===== src/rtl/dm_host_if.sv =====
// Signal bundle between dm_host_port and its environment: load stream, CPU control,
// DatMem port and result stream.
interface dm_host_if;
    // Both streams transfer a byte on a rising edge where valid and ready are both 1.
    // The producer holds valid and data steady until that transfer, and ready may
    // wait on valid.
    logic       start;
    logic       ld_valid;
    logic [7:0] ld_data;
    logic       ld_ready;
    logic       cpu_reset;
    logic       cpu_done;
    logic       mem_wr_en;
    logic       mem_rd_en;
    logic [7:0] mem_addr;
    logic [7:0] mem_wdata;
    logic [7:0] mem_rdata;
    logic       out_valid;
    logic [7:0] out_data;
    logic       out_ready;
    logic       busy;
    logic       finished;
    logic       timeout_err;
    logic [2:0] state_dbg;

    modport master (
        input  start, ld_valid, ld_data, cpu_done, mem_rdata, out_ready,
        output ld_ready, cpu_reset, mem_wr_en, mem_rd_en, mem_addr, mem_wdata,
               out_valid, out_data, busy, finished, timeout_err, state_dbg
    );

    modport slave (
        output start, ld_valid, ld_data, cpu_done, mem_rdata, out_ready,
        input  ld_ready, cpu_reset, mem_wr_en, mem_rd_en, mem_addr, mem_wdata,
               out_valid, out_data, busy, finished, timeout_err, state_dbg
    );
endinterface


===== src/rtl/dm_host_port.sv =====
// Host sequencer for the CPU: loads input bytes into DatMem, runs the CPU until Done
// or a timeout, then streams result bytes out of DatMem.
module dm_host_port #(
    parameter logic [7:0]  LD_BASE  = 8'd0,
    parameter logic [8:0]  LD_COUNT = 9'd64,
    parameter logic [7:0]  RD_BASE  = 8'd64,
    parameter logic [8:0]  RD_COUNT = 9'd32,
    parameter logic [15:0] TIMEOUT  = 16'd50000
) (
    input logic       Clk,
    input logic       Reset,
    dm_host_if.master bus
);

    typedef enum logic [2:0] {
        S_IDLE  = 3'd0,
        S_LOAD  = 3'd1,
        S_RUN   = 3'd2,
        S_FETCH = 3'd3,
        S_HOLD  = 3'd4,
        S_DONE  = 3'd5,
        S_ERR   = 3'd6
    } state_e;

    state_e      state_q, state_d;
    logic [8:0]  idx_q, idx_d;
    logic [15:0] cnt_q, cnt_d;
    logic        ld_ready_q, ld_ready_d;
    logic        cpu_reset_q, cpu_reset_d;
    logic        out_valid_q, out_valid_d;
    logic [7:0]  out_data_q, out_data_d;
    logic        busy_q, busy_d;
    logic        finished_q, finished_d;
    logic        timeout_err_q, timeout_err_d;

    logic        ld_fire;
    logic        rd_fetch;

    assign ld_fire  = bus.ld_valid & ld_ready_q;
    assign rd_fetch = (state_q == S_FETCH);

    always_comb begin
        state_d       = state_q;
        idx_d         = idx_q;
        cnt_d         = cnt_q;
        ld_ready_d    = ld_ready_q;
        cpu_reset_d   = cpu_reset_q;
        out_valid_d   = out_valid_q;
        out_data_d    = out_data_q;
        busy_d        = busy_q;
        finished_d    = finished_q;
        timeout_err_d = timeout_err_q;

        case (state_q)
            S_IDLE, S_DONE, S_ERR: begin
                if (bus.start) begin
                    idx_d         = 9'd0;
                    cnt_d         = 16'd0;
                    busy_d        = 1'b1;
                    finished_d    = 1'b0;
                    timeout_err_d = 1'b0;
                    cpu_reset_d   = 1'b1;
                    if (LD_COUNT == 9'd0) begin
                        state_d = S_RUN;
                    end else begin
                        state_d    = S_LOAD;
                        ld_ready_d = 1'b1;
                    end
                end
            end
            S_LOAD: begin
                if (ld_fire) begin
                    idx_d = idx_q + 9'd1;
                    if (idx_q == LD_COUNT - 9'd1) begin
                        state_d    = S_RUN;
                        ld_ready_d = 1'b0;
                    end
                end
            end
            S_RUN: begin
                // The first RUN cycle keeps the CPU in reset so its PC restarts cleanly.
                if (cpu_reset_q) begin
                    cpu_reset_d = 1'b0;
                    cnt_d       = 16'd0;
                end else begin
                    cnt_d = cnt_q + 16'd1;
                    if (bus.cpu_done) begin
                        cpu_reset_d = 1'b1;
                        idx_d       = 9'd0;
                        if (RD_COUNT == 9'd0) begin
                            state_d    = S_DONE;
                            busy_d     = 1'b0;
                            finished_d = 1'b1;
                        end else begin
                            state_d = S_FETCH;
                        end
                    end else if (cnt_q == TIMEOUT - 16'd1) begin
                        state_d       = S_ERR;
                        cpu_reset_d   = 1'b1;
                        busy_d        = 1'b0;
                        finished_d    = 1'b1;
                        timeout_err_d = 1'b1;
                    end
                end
            end
            S_FETCH: begin
                out_data_d  = bus.mem_rdata;
                out_valid_d = 1'b1;
                state_d     = S_HOLD;
            end
            S_HOLD: begin
                if (bus.out_ready) begin
                    out_valid_d = 1'b0;
                    idx_d       = idx_q + 9'd1;
                    if (idx_q == RD_COUNT - 9'd1) begin
                        state_d    = S_DONE;
                        busy_d     = 1'b0;
                        finished_d = 1'b1;
                    end else begin
                        state_d = S_FETCH;
                    end
                end
            end
            default: begin
                state_d = S_IDLE;
            end
        endcase
    end

    always_ff @(posedge Clk) begin
        if (Reset) begin
            state_q       <= S_IDLE;
            idx_q         <= 9'd0;
            cnt_q         <= 16'd0;
            ld_ready_q    <= 1'b0;
            cpu_reset_q   <= 1'b1;
            out_valid_q   <= 1'b0;
            out_data_q    <= 8'd0;
            busy_q        <= 1'b0;
            finished_q    <= 1'b0;
            timeout_err_q <= 1'b0;
        end else begin
            state_q       <= state_d;
            idx_q         <= idx_d;
            cnt_q         <= cnt_d;
            ld_ready_q    <= ld_ready_d;
            cpu_reset_q   <= cpu_reset_d;
            out_valid_q   <= out_valid_d;
            out_data_q    <= out_data_d;
            busy_q        <= busy_d;
            finished_q    <= finished_d;
            timeout_err_q <= timeout_err_d;
        end
    end

    // Memory strobes are combinational so a load byte is written in its handshake cycle.
    assign bus.mem_wr_en   = ld_fire;
    assign bus.mem_rd_en   = rd_fetch;
    assign bus.mem_addr    = ld_fire  ? (LD_BASE + idx_q[7:0]) :
                             rd_fetch ? (RD_BASE + idx_q[7:0]) : 8'd0;
    assign bus.mem_wdata   = ld_fire ? bus.ld_data : 8'd0;

    assign bus.ld_ready    = ld_ready_q;
    assign bus.cpu_reset   = cpu_reset_q;
    assign bus.out_valid   = out_valid_q;
    assign bus.out_data    = out_data_q;
    assign bus.busy        = busy_q;
    assign bus.finished    = finished_q;
    assign bus.timeout_err = timeout_err_q;
    assign bus.state_dbg   = state_q;

endmodule

===== src/flat_wrapper.sv =====
// flat-port wrapper written by rule: the top's interface ports become plain ports
module dm_host_port_flat 
#(
    parameter logic [7:0]  LD_BASE  = 8'd0,
    parameter logic [8:0]  LD_COUNT = 9'd64,
    parameter logic [7:0]  RD_BASE  = 8'd64,
    parameter logic [8:0]  RD_COUNT = 9'd32,
    parameter logic [15:0] TIMEOUT  = 16'd50000
)
  (Clk, Reset, bus_start, bus_ld_valid, bus_ld_data, bus_cpu_done, bus_mem_rdata, bus_out_ready, bus_ld_ready, bus_cpu_reset, bus_mem_wr_en, bus_mem_rd_en, bus_mem_addr, bus_mem_wdata, bus_out_valid, bus_out_data, bus_busy, bus_finished, bus_timeout_err, bus_state_dbg);
  dm_host_if bus_i ();
  input logic Clk;
  input logic Reset;
  input wire logic [$bits(bus_i.start)-1:0] bus_start;
  input wire logic [$bits(bus_i.ld_valid)-1:0] bus_ld_valid;
  input wire logic [$bits(bus_i.ld_data)-1:0] bus_ld_data;
  input wire logic [$bits(bus_i.cpu_done)-1:0] bus_cpu_done;
  input wire logic [$bits(bus_i.mem_rdata)-1:0] bus_mem_rdata;
  input wire logic [$bits(bus_i.out_ready)-1:0] bus_out_ready;
  output wire logic [$bits(bus_i.ld_ready)-1:0] bus_ld_ready;
  output wire logic [$bits(bus_i.cpu_reset)-1:0] bus_cpu_reset;
  output wire logic [$bits(bus_i.mem_wr_en)-1:0] bus_mem_wr_en;
  output wire logic [$bits(bus_i.mem_rd_en)-1:0] bus_mem_rd_en;
  output wire logic [$bits(bus_i.mem_addr)-1:0] bus_mem_addr;
  output wire logic [$bits(bus_i.mem_wdata)-1:0] bus_mem_wdata;
  output wire logic [$bits(bus_i.out_valid)-1:0] bus_out_valid;
  output wire logic [$bits(bus_i.out_data)-1:0] bus_out_data;
  output wire logic [$bits(bus_i.busy)-1:0] bus_busy;
  output wire logic [$bits(bus_i.finished)-1:0] bus_finished;
  output wire logic [$bits(bus_i.timeout_err)-1:0] bus_timeout_err;
  output wire logic [$bits(bus_i.state_dbg)-1:0] bus_state_dbg;
  assign bus_i.start = bus_start;
  assign bus_i.ld_valid = bus_ld_valid;
  assign bus_i.ld_data = bus_ld_data;
  assign bus_i.cpu_done = bus_cpu_done;
  assign bus_i.mem_rdata = bus_mem_rdata;
  assign bus_i.out_ready = bus_out_ready;
  assign bus_ld_ready = bus_i.ld_ready;
  assign bus_cpu_reset = bus_i.cpu_reset;
  assign bus_mem_wr_en = bus_i.mem_wr_en;
  assign bus_mem_rd_en = bus_i.mem_rd_en;
  assign bus_mem_addr = bus_i.mem_addr;
  assign bus_mem_wdata = bus_i.mem_wdata;
  assign bus_out_valid = bus_i.out_valid;
  assign bus_out_data = bus_i.out_data;
  assign bus_busy = bus_i.busy;
  assign bus_finished = bus_i.finished;
  assign bus_timeout_err = bus_i.timeout_err;
  assign bus_state_dbg = bus_i.state_dbg;
  dm_host_port #(.LD_BASE(LD_BASE), .LD_COUNT(LD_COUNT), .RD_BASE(RD_BASE), .RD_COUNT(RD_COUNT), .TIMEOUT(TIMEOUT)) u_core (.Clk(Clk), .Reset(Reset), .bus(bus_i));
endmodule

===== config.mk =====
export PLATFORM = sky130hd
export DESIGN_NAME = dm_host_port_flat
export DESIGN_NICKNAME = d
export VERILOG_FILES = /design/src/rtl/dm_host_if.sv /design/src/rtl/dm_host_port.sv /design/src/flat_wrapper.sv
export SDC_FILE = /design/constraint.sdc
export NUM_CORES = 1
export LEC_CHECK = 0
export CORE_UTILIZATION = 54
export CTS_BUF_LIST = sky130_fd_sc_hd__clkbuf_16
export DETAILED_ROUTE_END_ITERATION = 6
export PLACE_DENSITY_LB_ADDON = 0.12
export SKIP_CTS_REPAIR_TIMING = 1
export SYNTH_ARGS = -nofsm -noshare
export SYNTH_HDL_FRONTEND = slang
export SYNTH_SLANG_ARGS = --single-unit

===== constraint.sdc =====
create_clock -name Clk -period 3.4 [get_ports Clk]
set_input_delay 0.85 -clock Clk [delete_from_list [all_inputs] [get_ports Clk]]
set_output_delay 0.85 -clock Clk [all_outputs]
set_load 0.02 [all_outputs]

### Word level (Yosys, flattened, before mapping)

Cells that the tools add are included.

* register bits: 42
* input port bits: 22
* output and inout bits: 35
* word-level logic and storage cells: 92

* add/sub/neg operators: 3
* equality and inequality tests: 19
* muxes and demuxes: 45
* bitwise operators: 1
* reduce and logical (&&, ||, !) cells: 14

Operators by type and width (number)
* 9-bit 2-to-1 mux: 5
* 9-bit case mux with 4 select lines: 1
* 16-bit 2-to-1 mux: 2
* 16-bit case mux with 2 select lines: 1
* 3-bit 2-to-1 mux: 8
* 8-bit 2-to-1 mux: 3
* 1-bit 2-to-1 mux: 18
* 16-bit by 1-bit adder with 16-bit output (second input constant): 1
* 16-bit == test (second input constant): 1
* 3-bit case mux with 5 select lines: 1
* 6-bit AND reduction: 2
* 2-bit != test (second input constant): 5
* 9-bit by 1-bit adder with 9-bit output (second input constant): 1
* 3-bit == test (second input constant): 3
* 9-bit by 5-bit == test with 1-bit output (second input constant): 1
* 9-bit by 6-bit == test with 1-bit output (second input constant): 1
* 7-bit by 8-bit adder with 8-bit output (first input constant): 1
* 2-bit by 1-bit != test with 1-bit output (second input constant): 4
* 1-bit case mux with 2 select lines: 4
* 7-bit AND reduction: 1
* 3-bit by 2-bit == test with 1-bit output (second input constant): 2
* 1-bit case mux with 3 select lines: 2
* 2-bit nonzero test: 3
* 5-bit AND reduction: 1
* 9 further kinds: 10

### Logic depth before layout (Yosys ltp)

Gate-level depths: netlist of the first run.

* word-level depth: 5
* mapped depth: 8

### Worst setup path before layout of the first run

No wires, ideal clock.

* path kind: reg2out
* from: reg u_core.state_q[1] (netlist: u_core.bus.state_dbg[1])
* to: out bus_mem_addr[6]
* arrival time: 1.880 ns
* data required time: 2.550 ns
* path slack: 0.670 ns
* cell stages (with the launch flop): 8
* path buffers: 2
* cells stage by stage: dfxtp_1 -> buf_2 -> nor2b_1 -> nand2_1 -> inv_1 -> clkbuf_1 -> nand3_1 -> o21ai_0

* word-level cells in the longest chain between the ends: 3

RTL lines
* from (decl): RTL line dm_host_port.sv:25 `state_e state_q, state_d;`
* from (signal assigned): RTL line dm_host_port.sv:143 `state_q <= state_d;`
* 3-bit by 2-bit == test with 1-bit output: RTL line dm_host_port.sv:40 `assign rd_fetch = (state_q == S_FETCH);`
* named net bus_mem_rd_en: RTL line flat_wrapper.sv:23 `output wire logic [$bits(bus_i.mem_rd_en)-1:0] bus_mem_rd_en;`
* 8-bit 2-to-1 mux: RTL line dm_host_port.sv:160 `rd_fetch ? (RD_BASE + idx_q[7:0]) : 8'd0;`
* 8-bit 2-to-1 mux: RTL line dm_host_port.sv:159 `assign bus.mem_addr = ld_fire ? (LD_BASE + idx_q[7:0]) :`
* to (decl): RTL line flat_wrapper.sv:24 `output wire logic [$bits(bus_i.mem_addr)-1:0] bus_mem_addr;`

The timed path passes the listed nets, and every way through them passes these cells.

### Final worst setup path of the first run

* from: in bus_ld_valid
* to: out bus_mem_addr[0]

* word-level cells in the longest chain between the ends: 2

RTL lines
* from (decl): RTL line flat_wrapper.sv:15 `input wire logic [$bits(bus_i.ld_valid)-1:0] bus_ld_valid;`
* 1-bit AND: RTL line dm_host_port.sv:39 `assign ld_fire = bus.ld_valid & ld_ready_q;`
* 8-bit 2-to-1 mux: RTL line dm_host_port.sv:159

No other way between the ends.

==> reports/qor.txt, run 1 <==
worst stage delay on the critical path = 0.59 ns
count of final hold-check violations = 0
top cell type's share of synthesized area = 0.351
RSZ-0062 raised after global routing = false
Slew Viols, Final = 0
number of diodes = 0
first-pass GRT wire length = 9770 um
main combinational cell family by area after synthesis = simple AND/OR/NAND/NOR gates
slowest CP cell = clkdlybuf4s50_1
Worst setup SP type = input port
distinct cell type count after synthesis = 51
Clock Latency Late Sink = 0.29 ns
LEAKAGE = 1.11 nW
worst setup path class = in2out
maximum root-to-sink buffer count = 2
XOR/XNOR Fraction of Synth Area = 0.00732
Setup TNS Final = 0 ns
DR vias = 2459
outcome = finished, final reports clean
core outline area = 4120 um^2
Async SR Flop Fraction = 0
final std cell area, no fill = 3130 um^2
Peak supply drop = 0.373 mV
Area contributors post-synth = dfxtp_1, a21oi_1, nand2_1, nor2_1, o21ai_0
area delta synth->final = 30.6%
Starting Density = 0.582
final setup violation count = 0
Hold Crit Class = reg2reg
Final Cycle Share = 0.963
port bufs = 56
final clock skew = 0.00231 ns
die area = 4700 um^2
drt drc = 0
Fmax = 305 MHz
Worst Path Arrival = 2.42 ns
synthesized flop and latch total = 42
layout cells sized above 1 = 0.0663
critical path cell sequence = clkdlybuf4s50_1, nand2_1, nand2_2, and2_1, clkdlybuf4s50_1
syn avg cell area = 7.75 um^2
initial DRC count = 222
crit path time final = 3.27 ns
Clock transition at path regs = 0.06 ns
most frequent CP cell = clkdlybuf4s50_1
routed len/inst = 14.4 um
dpl ws = 0.103 ns
Slew HR = 0.593
metal3 WL = 359 um
antenna violations before repair = 0
CTS tree = yes
Antenna Nets Post-Route = 0
placed inst area = 2970 um^2
CTS H-Tree Depth = 2
I/O pins = 57
FP Rows = 23
Simple-Gate Fraction of Synth Area = 0.331
CTS Root Cell = clkbuf_16
largest net degree at the start of global routing = 44
post-synthesis mux area share = 0.0209
vias in the first global route = 2234
drt total wl = 5930 um
Seq/Total Area, Yosys = 0.351
power per standard cell area = 560 nW/um^2
gr ovfl total = 0
Nets = 387
Max Used Layer = met4
EDFF count, synth = 0
post-synth net total = 335
Most used DFF post-synth = dfxtp_1
CP endpoint kind = output port
cts bufs inserted = 5
Die Ht = 68.6 um
GPL Wtd Cong = 0.856
Post-Synthesis Cells = 309
Die W = 68.6 um
first drt pass iteration count = 4
DPL Wire Length = 4030 um
drt via density = 5.97
CP max FO = 7
area of the mapped netlist = 2390 um^2
worst-margin pin slew = 0.605 ns
placed cells = 404
Clock Sinks = 42
Post-Synth Adder-Cell Area = 0.0209
final worst setup slack = 0.125 ns
post-synth top area cell = dfxtp_1
Synth Area in Compound Gates = 0.214
Total Routing Usage GR = 0.275
met2 WL post-DR = 2960 um
Metal-1 WL = 2550 um
worst path required time = 2.55 ns
Ys Warns = 0
Post-Layout Cell Count = 412
Max-Cap Viols = 0
[final cells by class]
class	instances	area [um^2]
flip-flops and latches	42	841
multi-input cells	240	1430
well taps	50	62.6
fillers	332	990
clock inverters	3	25.0
inverters	9	33.8
repair buffers	63	613
clock buffers	5	125
[kinds of logic (layout without fill, tap and decap cells)]
kind of cell,after synthesis,count (layout)
AO/OA/AOI/OAI,80,80
flip-flops,42,42
buffers and inverters,27,80
multiplexers,5,5
XOR/XNOR,2,2
adder cells (fa/ha/maj),4,4
AND/OR/NAND/NOR,149,149
[sequential cells by signal, summed over array words and instances (netlist names)]
register,count
u_core.idx_q,9
u_core.bus.timeout_err,1
u_core.bus.cpu_reset,1
u_core.bus.ld_ready,1
u_core.bus.state_dbg,3
u_core.cnt_q,16
u_core.bus.finished,1
u_core.bus.out_data,8
u_core.bus.out_valid,1
u_core.bus.busy,1
[power breakdown]
part	total, mW	leakage (nW)	switching [mW]	internal, mW
Clock	0.486	0.0704	0.211	0.276
Combinational	0.681	0.698	0.397	0.284
Sequential	0.581	0.340	0.0427	0.539
Total	1.75	1.11	0.651	1.10
[cell usage in the layout, fill, tap and decap left out, drive strengths merged, types with 3 or more instances in the layout]
cell type      Yosys  routed
clkbuf             9       5
ha                 4       4
a41oi              4       4
inv                9      10
a211oi             3       3
o21ai             18      18
nand4              5       5
a21oi             35      35
or4                5       5
nor2              32      32
a311oi             5       5
mux2i              5       5
nand3b             5       5
or3                4       4
nand2             39      39
nand2b             8       8
dfxtp             42      42
nand3             11      11
and3              11      11
buf                9       7
clkdlybuf4s50      0      56
a31oi              3       3
and2               6       6
nor3               7       7
[per-layer routing]
layer | GRT usage | vias up
met5 | 0 | -
met2 | 0.490 | 78
met3 | 0.0444 | 6
met4 | 0.0938 | 0
met1 | 0.332 | 1156
li1 | - | 1219
[worst max-delay path: cells and delay by family]
family	cells	cell delay (ns)
buffers and inverters	2	1.09
AND/OR/NAND/NOR	3	0.48
[cells in the mapped netlist, types with 5 or more instances]
cell type / n
nor2_1: 31
clkbuf_1: 9
o21ai_0: 18
or4_1: 5
nand4_1: 5
and3_1: 11
nor3_1: 7
dfxtp_1: 42
nand3b_1: 5
nand3_1: 11
and2_1: 6
a21oi_1: 35
nand2b_1: 8
mux2i_1: 5
a311oi_1: 5
buf_2: 5
nand2_1: 39
inv_1: 9
[worst paths after layout]
path | startpoint | end | slack [ns] | cells after the start
min | u_core.bus.out_data[6] | u_core.bus.out_data[6] | 0.46 | 2
max | bus_ld_valid | bus_mem_addr[0] | 0.13 | 5
min reg2reg | u_core.bus.out_data[6] | u_core.bus.out_data[6] | 0.46 | 2
max reg2reg | u_core.cnt_q[0] | u_core.cnt_q[12] | 1.33 | 6
[metrics by stage]
step / util / total power [mW] / hold slack [ns]
floorplan: - / 1.06 / 0.444
global placement: 0.722 / 1.25 / 0.441
detailed placement: 0.722 / 1.27 / 0.448
CTS: 0.759 / 1.75 / 0.456
global route: 0.760 / 1.85 / 0.471
finish: 0.760 / 1.75 / 0.457
Power figures use the tool's default switching activity.
==> run 2: changes to the inputs <==
--- a/config.mk
+++ b/config.mk
@@ -5,6 +5,7 @@
 export SDC_FILE = /design/constraint.sdc
 export NUM_CORES = 1
 export LEC_CHECK = 0
+export CAP_MARGIN = 20
 export CORE_UTILIZATION = 54
 export CTS_BUF_LIST = sky130_fd_sc_hd__clkbuf_16
 export DETAILED_ROUTE_END_ITERATION = 6
==> results of run 2 <==
Final layout, timing and power as in run 1 (identical DEF).
==> run 3: changes to the inputs <==
--- a/config.mk
+++ b/config.mk
@@ -6,11 +6,12 @@
 export NUM_CORES = 1
 export LEC_CHECK = 0
 export CAP_MARGIN = 20
-export CORE_UTILIZATION = 54
+export CORE_UTILIZATION = 38
 export CTS_BUF_LIST = sky130_fd_sc_hd__clkbuf_16
 export DETAILED_ROUTE_END_ITERATION = 6
-export PLACE_DENSITY_LB_ADDON = 0.12
+export PLACE_DENSITY = 0.71
 export SKIP_CTS_REPAIR_TIMING = 1
 export SYNTH_ARGS = -nofsm -noshare
 export SYNTH_HDL_FRONTEND = slang
 export SYNTH_SLANG_ARGS = --single-unit
+export TNS_END_PERCENT = 100
==> reports/qor.txt, run 3 (synthesis results as in run 1) <==
routed len/inst = 13.8 um
register area = 841 um^2
area delta synth->final = 31.2%
cts bufs inserted = 5
Post-Layout Cell Count = 437
Worst setup SP type = input port
Psw = 0.615 mW
die area = 6620 um^2
drt total wl = 6010 um
port bufs = 56
GPL Wtd Cong = 0.805
power per standard cell area = 542 nW/um^2
DPL Wire Length = 4270 um
Antenna Nets Post-Route = 0
CTS H-Tree Depth = 2
antenna violations before repair = 0
worst setup path class = in2out
outcome = finished, final reports clean
Clock Latency Late Sink = 0.28 ns
Fmax = 305 MHz
# fillers = 590
Clock Sinks = 42
Crit Reg-Reg Startpoint = u_core.cnt_q[0]
Worst Path Arrival = 2.43 ns
CTS tree = yes
max FFs per register = 16
switching share of power = 0.361
commonest cells after routing, fill and taps aside = clkdlybuf4s50_1, dfxtp_1, nand2_1
I/O pins = 57
Final Cycle Share = 0.964
CP endpoint kind = output port
most common cell after layout, fill and taps aside = clkdlybuf4s50_1
vias in the first global route = 2185
RSZ-0062 raised after global routing = false
placed inst area = 3000 um^2
Peak supply drop = 0.243 mV
largest net degree at the start of global routing = 35
register with the most flip-flops = u_core.cnt_q
footprint of the multi-input gates = 1420 um^2
Hold Crit Class = reg2reg
Clock transition at path regs = 0.05 ns
Setup TNS Final = 0 ns
LEAKAGE = 1.11 nW
crit path time final = 3.28 ns
CTS Root Cell = clkbuf_16
Slew Viols, Final = 0
Max-Cap Viols = 0
first drt pass iteration count = 4
final std cell area, no fill = 3140 um^2
DR vias = 2388
layout cells sized above 1 = 0.0552
placed cells = 429
worst-margin pin slew = 0.611 ns
count of final hold-check violations = 0
Min-Delay Startpoint = u_core.bus.out_data[1]
final setup violation count = 0
maximum root-to-sink buffer count = 2
final clock skew = 0.00689 ns
Die Ht = 81.4 um
FP Rows = 28
first-pass GRT wire length = 9680 um
worst path required time = 2.55 ns
drt drc = 0
CP Launch Point = bus_ld_valid
number of diodes = 0
Comb pwr share = 0.395
clock power share = 0.263
drt via density = 5.46
Die W = 81.4 um
Starting Density = 0.400
sequential share of power = 0.342
Total Routing Usage GR = 0.185
gr ovfl total = 0
Slew HR = 0.589
core outline area = 5990 um^2
CP max FO = 7
final hold slack = 0.456 ns
initial DRC count = 137
Internal = 1.09 mW
Nets = 387
[run 3: changes by cell type in the layout (fill, tap and decap cells not counted)]
cell	previous run	this run
clkinv_1	0	3
clkinv_4	1	0
clkinvlp_4	1	0
inv_6	1	0
nand2_1	38	39
nand2_2	1	0
[run 3: per-stage QoR]
step | power, mW | utilization | setup slack [ns]
floorplan | 1.06 | - | 0.670
global placement | 1.26 | 0.501 | 0.162
detailed placement | 1.27 | 0.501 | 0.123
CTS | 1.72 | 0.524 | 0.114
global route | 1.81 | 0.524 | 0.00426
finish | 1.70 | 0.524 | 0.122
[run 3: layout make-up]
cell class              count  area share
repair buffers             63       0.195
multi-input cells         240       0.453
flip-flops and latches     42       0.268
clock inverters             3     0.00359
inverters                   9      0.0108
clock buffers               5      0.0398
well taps                  75      0.0299
[run 3: layer usage]
metal | global-route usage | share of wire | routed length [um]
met1 | 0.221 | 0.45 | 2680
met2 | 0.326 | 0.50 | 2980
met5 | 0 | 0 | 0
met4 | 0.0625 | 0.0075 | 45
met3 | 0.0393 | 0.051 | 308
[run 3: path summary, 6_finish.rpt]
kind / endpoint / slack (ns) / depth (start not counted)
min: u_core.bus.out_data[1] / 0.46 / 2
max reg2reg: u_core.cnt_q[12] / 1.28 / 6
min reg2reg: u_core.bus.out_data[1] / 0.46 / 2
max: bus_mem_addr[1] / 0.12 / 5
[run 3: power by group through the flow]
stage	sequential [mW]	combinational, mW	clock (mW)
4_1_cts	0.583	0.675	0.459
6_report	0.582	0.671	0.448
5_1_grt	0.590	0.740	0.479
3_5_place_dp	0.594	0.675	0
2_1_floorplan	0.636	0.427	0
3_3_place_gp	0.591	0.665	0
[run 3: critical path: stages]
cell and delay [ns]:
clkdlybuf4s50_1 0.48, nand2_1 0.17, nand2_1 0.18, and2_1 0.15, clkdlybuf4s50_1 0.60
